==> config.mk <==
export PLATFORM = sky130hd
export DESIGN_NAME = mtimer_unit
export DESIGN_NICKNAME = d
export VERILOG_FILES = /design/src/rtl/mtimer_unit.sv
export SDC_FILE = /design/constraint.sdc
export NUM_CORES = 1
export LEC_CHECK = 0
export CORE_MARGIN = 2
export CORE_UTILIZATION = 58
export CTS_CLUSTER_SIZE = 8
export DETAILED_ROUTE_END_ITERATION = 8
export DONT_BUFFER_PORTS = 1
export PLACE_DENSITY_LB_ADDON = 0.15
export SYNTH_ARGS = -nofsm -noshare
export SYNTH_HDL_FRONTEND = slang
export SYNTH_SLANG_ARGS = --single-unit
export TNS_END_PERCENT = 5
==> constraint.sdc <==
create_clock -name clk -period 2.4 [get_ports clk]
set_clock_uncertainty 0.15 [all_clocks]
set_input_delay 0.72 -clock clk [delete_from_list [all_inputs] [get_ports clk]]
set_output_delay 0.72 -clock clk [all_outputs]
set_load 0.01 [all_outputs]
==> src/rtl/mtimer_unit.sv <==
// mtimer_unit: memory-mapped RISC-V machine timer (mtime/mtimecmp) with a
// registered mtip level and a tear-free low-then-high mtime read shadow.
`default_nettype none

module mtimer_unit #(
  parameter int PRESCALE = 1,
  parameter int XLEN     = 32
) (
  input  logic            clk,
  input  logic            rst_n,
  input  logic            halt_i,
  input  logic            req_i,
  input  logic            we_i,
  input  logic [31:0]     addr_i,
  input  logic [XLEN-1:0] wdata_i,
  output logic            ack_o,
  output logic [XLEN-1:0] rdata_o,
  output logic            mtip_o
);

  localparam int PW = (PRESCALE > 1) ? $clog2(PRESCALE) : 1;
  localparam logic [PW-1:0] PCNT_MAX = PW'(PRESCALE - 1);

  localparam logic [31:0] ADDR_MTIME_LO    = 32'h0000_8004;
  localparam logic [31:0] ADDR_MTIME_HI    = 32'h0000_8008;
  localparam logic [31:0] ADDR_MTIMECMP_LO = 32'h0000_800C;
  localparam logic [31:0] ADDR_MTIMECMP_HI = 32'h0000_8010;

  logic [PW-1:0]   pcnt_q, pcnt_d;
  logic [63:0]     mtime_q, mtime_d;
  logic [63:0]     mtimecmp_q, mtimecmp_d;
  logic [31:0]     shadow_hi_q, shadow_hi_d;
  logic            shadow_valid_q, shadow_valid_d;
  logic            ack_q, ack_d;
  logic [XLEN-1:0] rdata_q, rdata_d;
  logic            mtip_q, mtip_d;

  logic sel_mt_lo, sel_mt_hi, sel_cmp_lo, sel_cmp_hi;
  logic hit, wr, rd, tick;

  always_comb begin
    sel_mt_lo  = req_i && (addr_i == ADDR_MTIME_LO);
    sel_mt_hi  = req_i && (addr_i == ADDR_MTIME_HI);
    sel_cmp_lo = req_i && (addr_i == ADDR_MTIMECMP_LO);
    sel_cmp_hi = req_i && (addr_i == ADDR_MTIMECMP_HI);
    hit        = sel_mt_lo || sel_mt_hi || sel_cmp_lo || sel_cmp_hi;
    wr         = hit && we_i;
    rd         = hit && !we_i;
    tick       = !halt_i && (pcnt_q == PCNT_MAX);

    pcnt_d = pcnt_q;
    if (!halt_i) begin
      pcnt_d = tick ? '0 : pcnt_q + 1'b1;
    end

    // A software write to either mtime half swallows this cycle's tick.
    mtime_d = mtime_q;
    if (wr && sel_mt_lo) begin
      mtime_d[31:0] = wdata_i;
    end else if (wr && sel_mt_hi) begin
      mtime_d[63:32] = wdata_i;
    end else if (tick) begin
      mtime_d = mtime_q + 64'd1;
    end

    mtimecmp_d = mtimecmp_q;
    if (wr && sel_cmp_lo) mtimecmp_d[31:0]  = wdata_i;
    if (wr && sel_cmp_hi) mtimecmp_d[63:32] = wdata_i;

    shadow_hi_d    = shadow_hi_q;
    shadow_valid_d = shadow_valid_q;
    if (rd && sel_mt_lo) begin
      shadow_hi_d    = mtime_q[63:32];
      shadow_valid_d = 1'b1;
    end
    if ((rd && sel_mt_hi) || (wr && (sel_mt_lo || sel_mt_hi))) begin
      shadow_valid_d = 1'b0;
    end

    rdata_d = '0;
    if (rd) begin
      if (sel_mt_lo)       rdata_d = mtime_q[31:0];
      else if (sel_mt_hi)  rdata_d = shadow_valid_q ? shadow_hi_q : mtime_q[63:32];
      else if (sel_cmp_lo) rdata_d = mtimecmp_q[31:0];
      else                 rdata_d = mtimecmp_q[63:32];
    end

    ack_d  = hit;
    mtip_d = (mtime_q >= mtimecmp_q);
  end

  always_ff @(posedge clk or negedge rst_n) begin
    if (!rst_n) begin
      pcnt_q         <= '0;
      mtime_q        <= '0;
      mtimecmp_q     <= '1;
      shadow_hi_q    <= '0;
      shadow_valid_q <= 1'b0;
      ack_q          <= 1'b0;
      rdata_q        <= '0;
      mtip_q         <= 1'b0;
    end else begin
      pcnt_q         <= pcnt_d;
      mtime_q        <= mtime_d;
      mtimecmp_q     <= mtimecmp_d;
      shadow_hi_q    <= shadow_hi_d;
      shadow_valid_q <= shadow_valid_d;
      ack_q          <= ack_d;
      rdata_q        <= rdata_d;
      mtip_q         <= mtip_d;
    end
  end

  assign ack_o   = ack_q;
  assign rdata_o = rdata_q;
  assign mtip_o  = mtip_q;

endmodule

`default_nettype wire
After elaboration in Yosys (flattened, before gate mapping)
Cells that the tools add are included.
W data, S select, Z words.
Cells by class
  $add $sub $neg: 2
  magnitude comparators: 1
  equality and inequality tests: 5
  muxes and demuxes: 12
  bitwise gates (word level): 2
  reduce and logical (&&, ||, !) cells: 25
Operators by type and width (count)
  $mux W32: 8
  $eq A32 B16 Y1 const B: 4
  $add A64 B1 Y64 const B: 1
  $ge A64 B64 Y1: 1
  $mux W64: 1
  $logic_and A1 B1 Y1: 14
  $reduce_bool A2 Y1: 3
  $logic_or A1 B1 Y1: 4
  $reduce_and A2 Y1: 2
  $mux W1: 3
  $logic_not A1 Y1: 2
  $ne A2 B2 Y1 const B: 1
  $not A1 Y1: 2
  $add A1 B1 Y1 const B: 1
Word-level totals
  register bits after elaboration: 196
  input bits: 69
  output and inout port bits: 34
  logic and storage cells: 57

Logic depth before layout (Yosys ltp)
  word-level depth: 9
  depth in mapped cells: 10
  depth with buffers taken out: 9

Least setup slack after synthesis
OpenSTA, ideal clock, no wires.
  path kind: input to register
  start: input addr_i[16]
  end: register shadow_hi_q[10]
  setup time: 0.128 ns
  data arrival time: 2.958 ns
  required time: 2.122 ns
  slack: -0.836 ns
  cell stages on the path: 8
  path buffers: 2
  path through: or4_4 > or4_4 > nor3_4 > and2_1 > buf_4 > nand3b_2 > buf_4 > mux2_1
Between the ends
  cells in the longest elaborated chain, start to end: 7
  elaborated cells on any way between the ends: 13
  classes of those cells: 4 x eq/ne; 9 x reduce/logical
Ends and longest elaborated chain
  from (decl): RTL line 14  | input logic [31:0] addr_i,
  $eq A32 B16 Y1 (on tied branches): RTL line 42, 43
  $logic_and A1 B1 Y1 (on tied branches): RTL line 42, 43
  $logic_or A1 B1 Y1 (3 in series): RTL line 46  | hit = sel_mt_lo || sel_mt_hi || sel_cmp_lo || sel_cmp_hi;
  $logic_and A1 B1 Y1: RTL line 48  | rd = hit && !we_i;
  $logic_and A1 B1 Y1 (*): RTL line 72  | if (rd && sel_mt_lo) begin
  to (signal assigned): RTL line 106  | shadow_hi_q <= shadow_hi_d;
  to (decl): RTL line 32  | logic [31:0] shadow_hi_q, shadow_hi_d;
Every way passes the cells marked *; elsewhere a longest branch is shown, timed or not.
A chain may end at the register's enable or synchronous reset.

Worst setup path after layout
  start: input addr_i[16]
  end: register mtime_q[58]
Between the ends
  cells in the longest elaborated chain, start to end: 9
  elaborated cells on any way between the ends: 18
  classes of those cells: 4 x eq/ne; 1 x mux; 1 x bitwise; 12 x reduce/logical
Ends and longest elaborated chain
  $eq A32 B16 Y1 (on tied branches): RTL line 42, 43
  $logic_and A1 B1 Y1 (on tied branches): RTL line 42, 43
  $logic_or A1 B1 Y1 (3 in series): RTL line 46
  $logic_and A1 B1 Y1: RTL line 47  | wr = hit && we_i;
  $logic_and A1 B1 Y1 (on tied branches): RTL line 60, 58
  $reduce_bool A2 Y1 (no line) / $not A1 Y1 (equally long branches)
  $reduce_and A2 Y1 (no line)
  to (signal assigned): RTL line 104  | mtime_q <= mtime_d;
  to (decl): RTL line 30  | logic [63:0] mtime_q, mtime_d;
Several ways; a longest one is shown, not always the timed one.

==> flow_summary.yaml <==
clocking:
  clkTransAtPathRegs_ps: 70
  numCtsBuffers: 17
  cts-root-buf: "clkbuf_16"
  cts_max_level: 4
  clk_latency_ps: 440
  cts.sink_count: 196
  cts_tree: "done"
  max-clock-path-buffers: 2
critical_path:
  ff2ff_setup_slack_ps: -290
  endpoint_kind: "flop"
  worstSetupStartpointType: "input pin"
  crit_fanout: 21
  r2r_start: "mtime_q[24]"
  cp_data_arrival_time_ps: 2930
  cp.required_ps: 2590
  startpoint: "addr_i[16]"
  critPathKind: "input pin to flop"
run:
  max_cap_viol_count: 0
final_layout:
  layout_commonest_cell: "buf_4"
  fin_area_sq_mm: 0.0141
  multi_input_area_sq_mm: 0.00642
  final-seq-area_sq_mm: 0.00499
  layout_common_cells: "buf_4, dfrtp_1, nor2_1"
  fillers: 1505
  fin_nets: 1520
  drive_gt1_frac: 0.267
  n_antenna_cell: 0
  area_delta_synth_final_pct: 19.8
logic_synthesis:
  avgSynthCellArea_sq_um: 9.38
  synthCells: 1256
  ys_warn_count: 0
  yosysSeqAreaShare: 0.423
  synthesis.area_sq_mm: 0.0118
  synthFlopType: "dfrtp_1"
  syn_nets: 1390
  synthArstFlopShare: 1.00
  synth.area.top_cells: "dfrtp_1, dfstp_2, ha_1, mux2i_1, o21ai_0"
  synth_top_area_share: 0.280
  ys_seq_elements: 196
  synth_edf_count: 0
  synth.largest_area_cell: "dfrtp_1"
  ys_types: 61
routing:
  finalWirelength_microns: 34500
  drt_iter0_markers: 1119
  vias: 10400
  drc_errors: 0
  dr.pass1.iters: 5
  wl_per_cell_microns: 20.7
  drtAntennaViolNets: 0
  viasPerCell: 6.25
sta:
  setup_violations: 183
  worstMarginPinSlew_ps: 871
  setup_slack_ps: -339
  hold_ws_ps: -172
  period_minus_slack_ps: 2740
  rsz0062_at_grt: "true"
  fin_crit_sh: 1.14
  final-max-slew-violation-count: 0
  slew_headroom: 0.414
  fmax_mhz: 365
  finalHoldViolations: 132
place:
  place_area_sq_mm: 0.0133
  buffer_ports.inserted: 0
  dp_slack_ps: -914
  hpwlAfterDp_microns: 24100
  gp_congestion: 0.882
power:
  p_leak_nw: 6.67
  vdd_ir_drop_max_mv: 0.565
  p_per_area_mw_per_mm2: 494
grt:
  grt_pass1_vias: 10200
  grt_max_degree: 197
  grt_use_total: 0.325
  grt_pass1_wl_microns: 55000
  grt_overflow: 0
  grt_antenna_before_repair: 0
die:
  initial_utilization: 0.586
  io_pins: 103
  fp.dieH_microns: 147
  fp-row-count: 52
  core_area_sq_mm: 0.0201
  die_w_microns: 147
  dieArea_sq_mm: 0.0215
outcome:
  violations: "negative hold slack, negative setup slack"
  status: "finished with violations"
worst_hold_path:
  hold_class: "input pin to asynchronous set/reset pin"
## synth_stat cells, drive strengths merged, types with 4 or more instances
master,n
a21o,9
a2111oi,4
a31oi,35
o221a,5
or4,9
o21a,6
nand3,42
and4,4
xnor2,25
a211oi,31
dfrtp,132
and3,14
nor2,112
dfstp,64
mux2i,66
o22a,11
or3,6
a21oi,56
nand2,103
o22ai,5
clkbuf,54
xor2,9
or2,5
and2,5
nand4,34
a22oi,6
buf,18
nor4,17
inv,73
o21ai,115
ha,65
nor3,21
mux2,68
## cell type report
cell class	instances	area share
flip-flops and latches	196	0.353
clock buffers	23	0.0353
clock inverters	9	0.00496
repair buffers	183	0.109
multi-input cells	915	0.455
inverters	73	0.0194
well taps	270	0.0239
## kinds of logic (layout without fill, tap and decap cells)
family,count (synthesis),count (layout),synth area share
DFF,196,196,0.423
muxes,134,134,0.121
buffers and inverters,145,288,0.0489
AOI/OAI and AO/OA,298,298,0.155
xor gates and xnor gates,34,34,0.0253
and+or+nand+nor,384,384,0.158
adders and majority gates,65,65,0.0690
## critical path, stage by stage
cell	delay [ps]
or4_4	530
or4_4	550
or3_4	390
nor2_4	190
buf_6	220
nor4_1	100
nor3_1	210
## routing by layer
metal  up-vias  routed length, microns  part of all wire  track usage
met4         0                     874             0.025       0.0942
met3        70                    2340             0.068       0.0556
met5         -                       0                 0            0
met2       423                   15700              0.46        0.504
li1       4796                       -                 -            -
met1      5143                   15600              0.45        0.473
## through the flow
stage / power (W) / cells / hold WS, ps / TNS [ps] / util
3_5_place_dp: 0.00417 / 1630 / 280 / -127380 / 0.661
2_1_floorplan: 0.00387 / 1256 / 274 / -125780 / -
6_report: 0.00697 / 1669 / -172 / -30760 / 0.702
4_1_cts: 0.00698 / 1663 / -184 / -27630 / 0.695
3_3_place_gp: 0.00414 / 1630 / 283 / -121990 / 0.661
5_1_grt: 0.00721 / 1669 / -191 / -42040 / 0.702
## registers in the layout, indices dropped and copies added (netlist names)
register,count
mtip_o,1
shadow_hi_q,32
mtime_q,64
rdata_o,32
pcnt_q,1
shadow_valid_q,1
mtimecmp_q,64
ack_o,1
## repair_timing
| action | CTS | global route |
|---|---|---|
| buffers inserted | 1 | 5 |
| endpoints found under the setup margin | 175 | 189 |
| pin swaps | 14 | 10 |
| hold endpoints to repair | 170 | 143 |
| resized for setup | 44 | 18 |
| cloned | 0 | 1 |
## power by group
part,total (W),leakage (nW),internal [W],switching (W)
Clock,0.00281,0.268,0.00148,0.00134
Sequential,0.00345,2.46,0.00338,0.0000686
Combinational,0.000707,3.94,0.000377,0.000330
## final timing paths
| check | end | depth (start not counted) |
|---|---|---|
| worst max register to register | mtime_q[60] | 9 |
| worst min register to register | shadow_hi_q[20] | 1 |
| min in group clk | rdata_o[19] | 1 |
| worst min-delay path | rdata_o[25] | 0 |
| worst max-delay path | mtime_q[58] | 7 |
| max in group asynchronous | mtimecmp_q[2] | 0 |
Power figures use the tool's default switching activity.
